[src/rtl/reg_read_arbiter_pkg.sv]
// Shared definitions for the register read arbiter: FSM encodings, sizes and a
// small index-to-one-hot helper used by both the arbiter and its picker.
package reg_read_arbiter_pkg;

    // Number of requesters sharing the register-select mux.
    localparam int unsigned NReq = 4;
    // Width of a register index on the 16:1 mux select.
    localparam int unsigned IdxW = 4;
    // Width of a requester index / round-robin pointer.
    localparam int unsigned PtrW = 2;

    // Fixed encodings; other blocks decode these values directly.
    typedef enum logic [1:0] {
        StIdle = 2'b00,
        StSel  = 2'b01,
        StDone = 2'b10
    } state_e;

    // Expand a requester index into a one-hot requester vector.
    function automatic logic [NReq-1:0] onehot_req(input logic [PtrW-1:0] idx);
        logic [NReq-1:0] vec;
        vec      = '0;
        vec[idx] = 1'b1;
        return vec;
    endfunction

endpackage

[src/rtl/reg_read_arbiter_rr_pick.sv]
// Round-robin picker: scans requests upward from the pointer (mod NReq) and
// reports the first asserted request. Purely combinational.
module rr_pick
    import reg_read_arbiter_pkg::*;
(
    input  logic [NReq-1:0] req_i,
    input  logic [PtrW-1:0] ptr_i,
    output logic            found_o,
    output logic [PtrW-1:0] winner_o
);

    logic [PtrW-1:0] idx;

    // First set request at or after the pointer wins; index wraps naturally in PtrW bits.
    always_comb begin
        found_o  = 1'b0;
        winner_o = ptr_i;
        idx      = '0;
        for (int unsigned off = 0; off < NReq; off++) begin
            idx = ptr_i + PtrW'(off);
            if (!found_o && req_i[idx]) begin
                found_o  = 1'b1;
                winner_o = idx;
            end
        end
    end

endmodule

[src/rtl/reg_read_arbiter.sv]
// Arbitrates four requesters onto one shared 16:1 register-select mux.
// Each read takes IDLE -> SEL -> DONE: the winner's index drives the mux during
// SEL, the mux output is captured at the end of SEL and presented in DONE.
module reg_read_arbiter
    import reg_read_arbiter_pkg::*;
#(
    parameter int unsigned N = 16
) (
    input  logic             clk_i,
    input  logic             rst_ni,
    input  logic [NReq-1:0]  req_i,
    input  logic [IdxW-1:0]  addr0_i,
    input  logic [IdxW-1:0]  addr1_i,
    input  logic [IdxW-1:0]  addr2_i,
    input  logic [IdxW-1:0]  addr3_i,
    output logic [IdxW-1:0]  selecm_o,
    input  logic [N-1:0]     q_i,
    output logic [NReq-1:0]  gnt_o,
    output logic [N-1:0]     rd_data_o,
    output logic [NReq-1:0]  rd_valid_o,
    output logic             busy_o
);

    state_e          state_q;
    logic [PtrW-1:0] ptr_q, ptr_d;
    logic [PtrW-1:0] winner_q;
    logic [IdxW-1:0] addr_q, addr_d;
    logic [N-1:0]    rd_data_q;
    logic [NReq-1:0] rd_valid_q;

    logic            pick_found;
    logic [PtrW-1:0] pick_winner;

    rr_pick u_rr_pick (
        .req_i    (req_i),
        .ptr_i    (ptr_q),
        .found_o  (pick_found),
        .winner_o (pick_winner)
    );

    // Candidate index and pointer for the requester the picker has chosen.
    always_comb begin
        ptr_d = pick_winner + PtrW'(1);
        unique case (pick_winner)
            2'd0:    addr_d = addr0_i;
            2'd1:    addr_d = addr1_i;
            2'd2:    addr_d = addr2_i;
            default: addr_d = addr3_i;
        endcase
    end

    // Read sequencer: latch winner in IDLE, capture mux data in SEL, pulse valid in DONE.
    always_ff @(posedge clk_i or negedge rst_ni) begin
        if (!rst_ni) begin
            state_q    <= StIdle;
            ptr_q      <= '0;
            winner_q   <= '0;
            addr_q     <= '0;
            rd_data_q  <= '0;
            rd_valid_q <= '0;
        end else begin
            rd_valid_q <= '0;
            case (state_q)
                StIdle: begin
                    if (pick_found) begin
                        winner_q <= pick_winner;
                        addr_q   <= addr_d;
                        ptr_q    <= ptr_d;
                        state_q  <= StSel;
                    end
                end
                StSel: begin
                    // Request and address are not re-sampled here; the latched copy wins.
                    rd_data_q  <= q_i;
                    rd_valid_q <= onehot_req(winner_q);
                    state_q    <= StDone;
                end
                StDone: begin
                    state_q <= StIdle;
                end
                default: begin
                    state_q <= StIdle;
                end
            endcase
        end
    end

    // Grant and busy are decodes of registered state only.
    always_comb begin
        gnt_o  = (state_q == StSel) ? onehot_req(winner_q) : '0;
        busy_o = (state_q != StIdle);
    end

    assign selecm_o   = addr_q;
    assign rd_data_o  = rd_data_q;
    assign rd_valid_o = rd_valid_q;

    a_gnt_onehot0 : assert property (@(posedge clk_i) disable iff (!rst_ni) $onehot0(gnt_o));
    a_rv_onehot0  : assert property (@(posedge clk_i) disable iff (!rst_ni) $onehot0(rd_valid_o));
    a_gnt_rv_excl : assert property (@(posedge clk_i) disable iff (!rst_ni)
                                     !((|gnt_o) && (|rd_valid_o)));

endmodule

[config.mk]
export PLATFORM = sky130hd
export DESIGN_NAME = reg_read_arbiter
export DESIGN_NICKNAME = d
export VERILOG_FILES = /design/src/rtl/reg_read_arbiter_pkg.sv /design/src/rtl/reg_read_arbiter_rr_pick.sv /design/src/rtl/reg_read_arbiter.sv
export SDC_FILE = /design/constraint.sdc
export NUM_CORES = 1
export LEC_CHECK = 0
export CAP_MARGIN = 5
export CORE_ASPECT_RATIO = 0.7
export CORE_MARGIN = 4
export CORE_UTILIZATION = 35
export DETAILED_ROUTE_END_ITERATION = 12
export GPL_TIMING_DRIVEN = 1
export PLACE_DENSITY = 0.73
export SLEW_MARGIN = 40
export SYNTH_ARGS = -nofsm -noshare
export SYNTH_HDL_FRONTEND = slang
export SYNTH_SLANG_ARGS = --single-unit
[constraint.sdc]
create_clock -name clk_i -period 4.05 [get_ports clk_i]
set_clock_uncertainty 0.1 [all_clocks]
set_input_delay 0.81 -clock clk_i [delete_from_list [all_inputs] [get_ports clk_i]]
set_output_delay 0.81 -clock clk_i [all_outputs]
set_load 0.01 [all_outputs]
Word-level counts from Yosys, hierarchy flattened
Cells that the tools add are included.

Output and inout port bits: 29. Register bits: 30.

Reductions and logical operators: 11. Add/subtract/negate cells: 4. Order comparisons: 6. Muxes and demuxes: 21. Equal/unequal tests: 4.

Operators with widths (number): less-than comparator 2 x 3 -> 1 bit, second input constant (5); case mux 4 bit (3 select lines) (1); 2-to-1 mux 1 bit (9); binary-select mux 1 bit (select 2 bit) (4); 2-to-1 mux 2 bit (4); adder 2 x 1 -> 2 bit, second input constant (2); adder 2 bit, second input constant (2); equality test 2 x 1 -> 1 bit, second input constant (2); logical AND 1 bit (4); zero test 2 bit (2); 2-to-1 mux 4 bit (1); case mux 2 bit (2 select lines) (1); zero test 1 bit (3); demux 1 bit (select 2 bit) (1); equality test 2 bit, second input constant (1); >= comparator 2 x 1 -> 1 bit, second input constant (1); != test 2 bit, second input constant (1); AND reduction 2 bit (1); nonzero test 2 bit (1).

Longest topological paths before layout
Gate-level depths: netlist of run 1.

Depth in word-level cells: 14. Mapped depth: 7. Gate-level depth less buffers: 7.

By module
Synthesis of run 1 repeated with hierarchy kept, for this count alone.

Cell total of the unflattened synthesis: 108. Area, all modules: 1362.6 um2.

Modules (own cells, without submodules): reg_read_arbiter (area each 1266.2 um2, cells an instance 92, instances 1); rr_pick (area each 96.3 um2, cells an instance 16, instances 1).

Worst setup path after synthesis of run 1
Ideal clock, no wire load.

Kind: input to register. From: in req_i[1]. To: reg addr_q[0] (netlist: selecm_o[0]). Data required time: 3.825 ns. Cell stages on the path: 7. Slack: 1.556 ns. Library setup time: 0.125 ns. Arrival time: 2.269 ns. Path through: nor3b_1 a2111oi_2 or2_2 ha_1 a222oi_1 o21ai_0 mux2_4.

Cells in the longest elaborated chain, start to end: 14. Elaborated cells on any way between the ends: 26. Classes of those cells: 2 x eq/ne; 16 x mux; 8 x reduce/logical.

RTL lines: from (decl) (line reg_read_arbiter.sv:11) `input logic [NReq-1:0] req_i,`; binary-select mux 1 bit (select 2 bit) (line reg_read_arbiter_rr_pick.sv:21) `if (!found_o && req_i[idx]) begin`; 2-to-1 mux 1 bit (implied by the code) (line reg_read_arbiter_rr_pick.sv:21); 2-to-1 mux 1 bit (line reg_read_arbiter_rr_pick.sv:21); zero test 1 bit (line reg_read_arbiter_rr_pick.sv:21); logical AND 1 bit (line reg_read_arbiter_rr_pick.sv:21); 2-to-1 mux 1 bit (line reg_read_arbiter_rr_pick.sv:21); zero test 1 bit (line reg_read_arbiter_rr_pick.sv:21); logical AND 1 bit (line reg_read_arbiter_rr_pick.sv:21); 2-to-1 mux 1 bit (line reg_read_arbiter_rr_pick.sv:21); zero test 1 bit (line reg_read_arbiter_rr_pick.sv:21); logical AND 1 bit (line reg_read_arbiter_rr_pick.sv:21); 2-to-1 mux 2 bit (line reg_read_arbiter_rr_pick.sv:21); equality test 2 bit (tied with other cells) (line reg_read_arbiter.sv:44) `unique case (pick_winner)`; case mux 4 bit (3 select lines) (line reg_read_arbiter.sv:44); to (signal assigned) (line reg_read_arbiter.sv:67) `addr_q <= addr_d;`; to (decl) (line reg_read_arbiter.sv:27) `logic [IdxW-1:0] addr_q, addr_d;`.

Several ways; a longest one is shown, not always the timed one. The select of a mux whose other input is x is not followed. A chain may end at the register's enable or synchronous reset.

Final worst setup path of run 1
From: in req_i[1]. To: reg addr_q[0] (netlist: selecm_o[0]).

Cells in the longest elaborated chain, start to end: 14. Elaborated cells on any way between the ends: 26. Classes of those cells: 2 x eq/ne; 16 x mux; 8 x reduce/logical.

RTL lines: binary-select mux 1 bit (select 2 bit) (line reg_read_arbiter_rr_pick.sv:21); 2-to-1 mux 1 bit (implied by the code) (line reg_read_arbiter_rr_pick.sv:21); 2-to-1 mux 1 bit (line reg_read_arbiter_rr_pick.sv:21); zero test 1 bit (line reg_read_arbiter_rr_pick.sv:21); logical AND 1 bit (line reg_read_arbiter_rr_pick.sv:21); 2-to-1 mux 1 bit (line reg_read_arbiter_rr_pick.sv:21); zero test 1 bit (line reg_read_arbiter_rr_pick.sv:21); logical AND 1 bit (line reg_read_arbiter_rr_pick.sv:21); 2-to-1 mux 1 bit (line reg_read_arbiter_rr_pick.sv:21); zero test 1 bit (line reg_read_arbiter_rr_pick.sv:21); logical AND 1 bit (line reg_read_arbiter_rr_pick.sv:21); 2-to-1 mux 2 bit * (line reg_read_arbiter_rr_pick.sv:21); via pick_winner[1] (line reg_read_arbiter.sv:32) `logic [PtrW-1:0] pick_winner;`; equality test 2 bit (tied with other cells) (line reg_read_arbiter.sv:44); case mux 4 bit (3 select lines) * (line reg_read_arbiter.sv:44).

The timed path passes the listed nets; every way through them passes the cells marked *. The select of a mux whose other input is x is not followed.

==> results of run 1 <==
## worst max path at each step
stage | to | slack (ps) | depth (start not counted)
after global placement | selecm_o[0] | 800 | 8
after detailed placement | selecm_o[1] | 710 | 8
after global routing | selecm_o[0] | 780 | 8
after CTS | selecm_o[3] | 1000 | 8
after floorplan | selecm_o[0] | 1560 | 7
final | selecm_o[0] | 980 | 8
## layout make-up
class	instances	area share (%)
clock buffer	7	3.932
inverter	2	0.4558
clock inverter	1	0.2279
multi-input combinational	71	27.58
tap	50	2.849
timing repair buffer	68	30.77
sequential	30	34.19
## Yosys cell counts, drive strengths merged
library cell	instances	area (sq um)
nand2b	2	12.51
a21oi	2	10.01
o31ai	2	15.01
dfrtp	30	750.7
a21o	1	7.510
nor4	1	21.27
and3	2	12.51
a211o	1	8.760
ha	4	50.05
or2	3	21.28
o32a	1	10.01
o21ai	9	45.04
and3b	1	8.760
a2111oi	1	15.01
nor3b	2	15.01
o21a	1	7.510
nor2b	3	18.77
nand2	5	18.77
o21bai	1	7.510
nor2	4	15.01
mux2	20	240.2
a222oi	4	40.04
buf	3	15.01
inv	2	10.01
nand3	1	5.000
## cells by family (layout without fill, tap and decap cells)
family	after synthesis	count (layout)	synth area share (%)
simple gates	24	24	10.78
fa+ha+maj	4	4	3.623
buf+inv	5	78	1.811
compound gates	23	23	12.05
flops	30	30	54.35
mux	20	20	17.39
## cell usage in the layout, fill, tap and decap left out, drive strengths merged
cell type and n:
a211o 1, mux2 20, and3 2, or2 3
a222oi 4, clkinv 1, nand2 5, o21a 1
nor3b 2, ha 4, o21ai 9, a21oi 2
a2111oi 1, nand2b 2, o32a 1, nor2 4
o21bai 1, o31ai 2, and3b 1, clkbuf 7
clkdlybuf4s50 66, nor2b 3, a21o 1, nand3 1
buf 2, inv 2, nor4 1, dfrtp 30
## metal layers
metal | vias up | share of wire (%) | global-route usage, %
met3 | 4 | 6.9 | 5.427
met5 | - | 0 | 0
met1 | 529 | 41 | 17.21
met2 | 42 | 51 | 29.11
li1 | 532 | - | -
met4 | 0 | 0.89 | 4.895
## where the power goes
part / total, mW / switching (mW) / internal, mW
clock: 0.237 / 0.101 / 0.137
combinational: 0.826 / 0.334 / 0.492
sequential: 0.530 / 0.0848 / 0.445
## stage by stage
stage	hold WS, ps	cell area [sq um]	utilization, %
floorplan	398.6	1381	-
CTS	408.3	2196	60.19
global route	431.4	2196	60.19
global placement	388.0	2105	57.68
detailed placement	394.5	2105	57.68
finish	404.8	2196	60.19
## sequential cells by signal, summed over array words and instances (netlist names)
name	cells
winner_q	2
rd_valid_o	4
state_q	2
rd_data_o	16
ptr_q	2
selecm_o	4
==> results.json, run 1 <==
{
  "cts_max_path_buffers": 2,
  "preCtsSetupSlack_ps": 708.7,
  "path_cells": "clkdlybuf4s50_1, nor3b_1, a2111oi_2, nor2_1, ha_1, a222oi_1, o21ai_0, mux2_4",
  "power.density_nw_per_um2": 725.5,
  "dp_hpwl_mm": 2.899,
  "r2r_start": "ptr_q[1]",
  "instances_no_fill": 229,
  "synth_nets": 148,
  "drt_wl_total_mm": 3.596,
  "cp-start-kind": "input pin",
  "max_stage_delay_ps": 640,
  "synth_cell_types": 29,
  "fillCellCount": 290,
  "hold_depth": 1,
  "setup_viol": 0,
  "ys_seq_elements": 30,
  "place_congestion": 0.8279,
  "drive_gt1_share_pct": 18.99,
  "cts_max_level": 2,
  "die_x_um": 83.09,
  "arrival_ps": 3120,
  "slowest_stage": "clkdlybuf4s50_1",
  "cts_hold_buf": 0,
  "syn_avg_cell_area_sq_um": 13.03,
  "max_slew.worst_pin.slew_ps": 374.5,
  "crit_path_max_fanout": 7,
  "drt_pass1_iterations": 5,
  "start_util_pct": 37.86,
  "antenna_found_initial": 0,
  "port_buffers": 66,
  "critPathLaunch": "req_i[1]",
  "grt_first_pass_wirelength_mm": 6.016,
  "numCtsBuffers": 5,
  "end_kind": "register",
  "r2r_slack_ps": 1650,
  "synth-seq-area-share_pct": 54.35,
  "clkTransAtPathRegs_ps": 60,
  "period_share_pct": 75.71,
  "max_freq_mhz": 326.1,
  "setup_ws_ps": 983.7,
  "holdCritStartpoint": "rd_data_o[15]",
  "area_growth_pct": 58.97,
  "drtIter0Drc": 42,
  "timing.final.hold_violations": 0,
  "cp_data_required_time_ps": 4110,
  "synth_area_sq_um": 1381,
  "worst-path-buf-inv": 1,
  "route.detailed.drc": 0,
  "overflow": 0,
  "status": "complete, no violations",
  "cts_setup_buffers": 0,
  "drv_slew": 0,
  "maxCapViolations": 0,
  "p_leak_nw": 0.9128,
  "multi_input_area_sq_um": 605.6,
  "hold_class": "register to register",
  "cts_resized": 0,
  "cts.sinks": 30,
  "yosysWarnings": 0,
  "fp.dieH_um": 60.56,
  "cts_tree": "done",
  "root_buffer": "clkbuf_8",
  "fin_setup_tns_ps": 0,
  "grt_pass1_vias": 1196,
  "finalPower_mw": 1.593,
  "vdd_drop_max_uv": 316.1,
  "rsz0062_at_grt": "false",
  "cp_top_family": "compound AO/OA/AOI/OAI gates",
  "design.core.area_sq_um": 3649,
  "vias_per_cell": 4.834,
  "seq_area_sq_um": 750.7,
  "crit_type": "input pin to register",
  "period_minus_slack_ps": 3066,
  "hold_end": "rd_data_o[15]",
  "rows": 18,
  "io_pins": 67,
  "fin_nets": 220,
  "r2r_cells": 7,
  "ant_nets": 0,
  "antennaDiodeCount": 0,
  "track_usage_pct": 15.57,
  "dp_cells": 221,
  "die_area_sq_um": 5032,
  "r2r-end": "selecm_o[0]",
  "grt_max_degree": 31,
  "vias": 1107,
  "wl_per_cell_um": 15.70,
  "slew_headroom_pct": 74.99,
  "synth_cells": 106,
  "insertion_delay_ps": 270
}
Note: power is estimated with default switching activity, not from simulation.
==> inputs of run 2 (changes only) <==
Clock period 4.05 ns to 3.2 ns, I/O delays scaled along.
==> run 2 against run 1 <==
  * Clock power grew 31%
  * Final cell count is 1.3% higher
  * Global-route usage shrank 0.15 points
  * Highest routed layer unchanged
  * Largest power group unchanged
  * Count of clock-buffer cells in the layout down 1
  * Non-clock buffer count rose by 3
  * Flip-flop and latch count did not move
  * Via count grew 3.1%
  * Die area stayed put
==> results.json, run 2 (synthesis results as in run 1) <==
{
  "status": "complete, no violations",
  "cp_data_required_time_ps": 3270,
  "io_pins": 67,
  "die_x_um": 83.09,
  "multi_input_area_sq_um": 605.6,
  "crit_path_max_fanout": 5,
  "hold_class": "register to register",
  "area_growth_pct": 60.87,
  "slew_headroom_pct": 69.85,
  "intPower_mw": 1.368,
  "fin_area_sq_um": 2222,
  "seq_area_sq_um": 750.7,
  "clkTransAtPathRegs_ps": 70,
  "largest_register_ffs": 16,
  "cts.sinks": 30,
  "drv_slew": 0,
  "period_minus_slack_ps": 2848,
  "p_switching_mw": 0.6606,
  "clockPowerShare_pct": 15.3,
  "timing.hold.ws_ps": 407.1,
  "cts_tree": "done",
  "final_cell_mix": "clkdlybuf4s50_1, dfrtp_1, mux2_2, o21ai_0, clkbuf_8",
  "cts_hold_buf": 0,
  "p_comb_share_pct": 51.6,
  "route.detailed.drc": 0,
  "period_share_pct": 89.00,
  "cts_resized": 0,
  "swShare_pct": 32.57,
  "cts_setup_buffers": 0,
  "antennaDiodeCount": 0,
  "track_usage_pct": 15.42,
  "wl_per_cell_um": 15.69,
  "end_kind": "register",
  "maxCapViolations": 0,
  "port_buffers": 66,
  "rows": 18,
  "numCtsBuffers": 5,
  "vdd_drop_max_uv": 378.9,
  "vias": 1141,
  "fin_nets": 223,
  "start_util_pct": 37.86,
  "fp.dieH_um": 60.56,
  "power.density_nw_per_um2": 912.9,
  "p_leak_nw": 0.9264,
  "antenna_found_initial": 0,
  "timing.final.hold_violations": 0,
  "arrival_ps": 2910,
  "insertion_delay_ps": 280,
  "setup_viol": 0,
  "root_buffer": "clkbuf_8",
  "grt_max_degree": 31,
  "design.core.area_sq_um": 3649,
  "overflow": 0,
  "dp_hpwl_mm": 2.934,
  "place_congestion": 0.8545,
  "fin_setup_tns_ps": 0,
  "drt_wl_total_mm": 3.639,
  "cts_max_path_buffers": 2,
  "die_area_sq_um": 5032,
  "finalPower_mw": 2.029,
  "drt_pass1_iterations": 6,
  "drtIter0Drc": 40,
  "crit_type": "input pin to register",
  "cp-start-kind": "input pin",
  "seqPwrFrac_pct": 33.1,
  "ant_nets": 0,
  "drive_gt1_share_pct": 20.88,
  "placed_cell_area_sq_um": 2127,
  "grt_pass1_vias": 1175,
  "fillCellCount": 307,
  "max_slew.worst_pin.slew_ps": 451.4,
  "vias_per_cell": 4.918,
  "final_common_cell": "clkdlybuf4s50_1",
  "max_freq_mhz": 351.1,
  "rsz0062_at_grt": "false",
  "cts_max_level": 2,
  "grt_first_pass_wirelength_mm": 5.899
}
[run 2: worst paths after layout]
kind,from,to,slack (ps),cells after the start
max,req_i[0],selecm_o[3],350,8
min,rd_data_o[11],rd_data_o[11],410,1
max reg2reg,ptr_q[1],selecm_o[3],760,7
min reg2reg,rd_data_o[11],rd_data_o[11],410,1
max in group asynchronous,rst_ni,winner_q[0],2070,2
min in group asynchronous,rst_ni,rd_data_o[4],640,2
[run 2: critical path, cell delays in order]
cell             delay [ps]
clkdlybuf4s50_1         580
nor3b_1                 100
a2111oi_2               460
nor2_1                  130
ha_1                    250
a222oi_1                350
o21ai_0                 140
mux2_4                  260
[run 2: power groups by stage]
stage | Combinational [mW] | Sequential [mW] | Clock [mW]
after floorplan | 0.501 | 0.728 | 0
after global placement | 1.03 | 0.665 | 0
after detailed placement | 1.06 | 0.682 | 0
after CTS | 1.06 | 0.674 | 0.321
after global routing | 1.12 | 0.700 | 0.335
final | 1.05 | 0.672 | 0.310
[run 2: per-stage QoR]
stage	instances	setup slack [ps]	utilization [%]
2_1_floorplan	106	876.1	-
3_3_place_gp	224	203.1	58.30
3_5_place_dp	224	47.15	58.30
4_1_cts	232	352.9	60.91
5_1_grt	232	226.5	60.91
6_report	232	351.9	60.91
[run 2: cell type report]
class,count,area share [%]
clock buffers,6,3.716
flip-flops and latches,30,33.78
repair buffers,71,31.42
clock inverters,2,0.5631
multi-input cells,71,27.25
inverters,2,0.4505
well taps,50,2.815
[run 2: metal layers]
metal	vias up	track usage, %	wire [um]
li1	545	-	-
met3	2	4.342	199
met2	45	28.08	1812
met5	-	0	0
met1	549	17.19	1591
met4	0	7.692	36
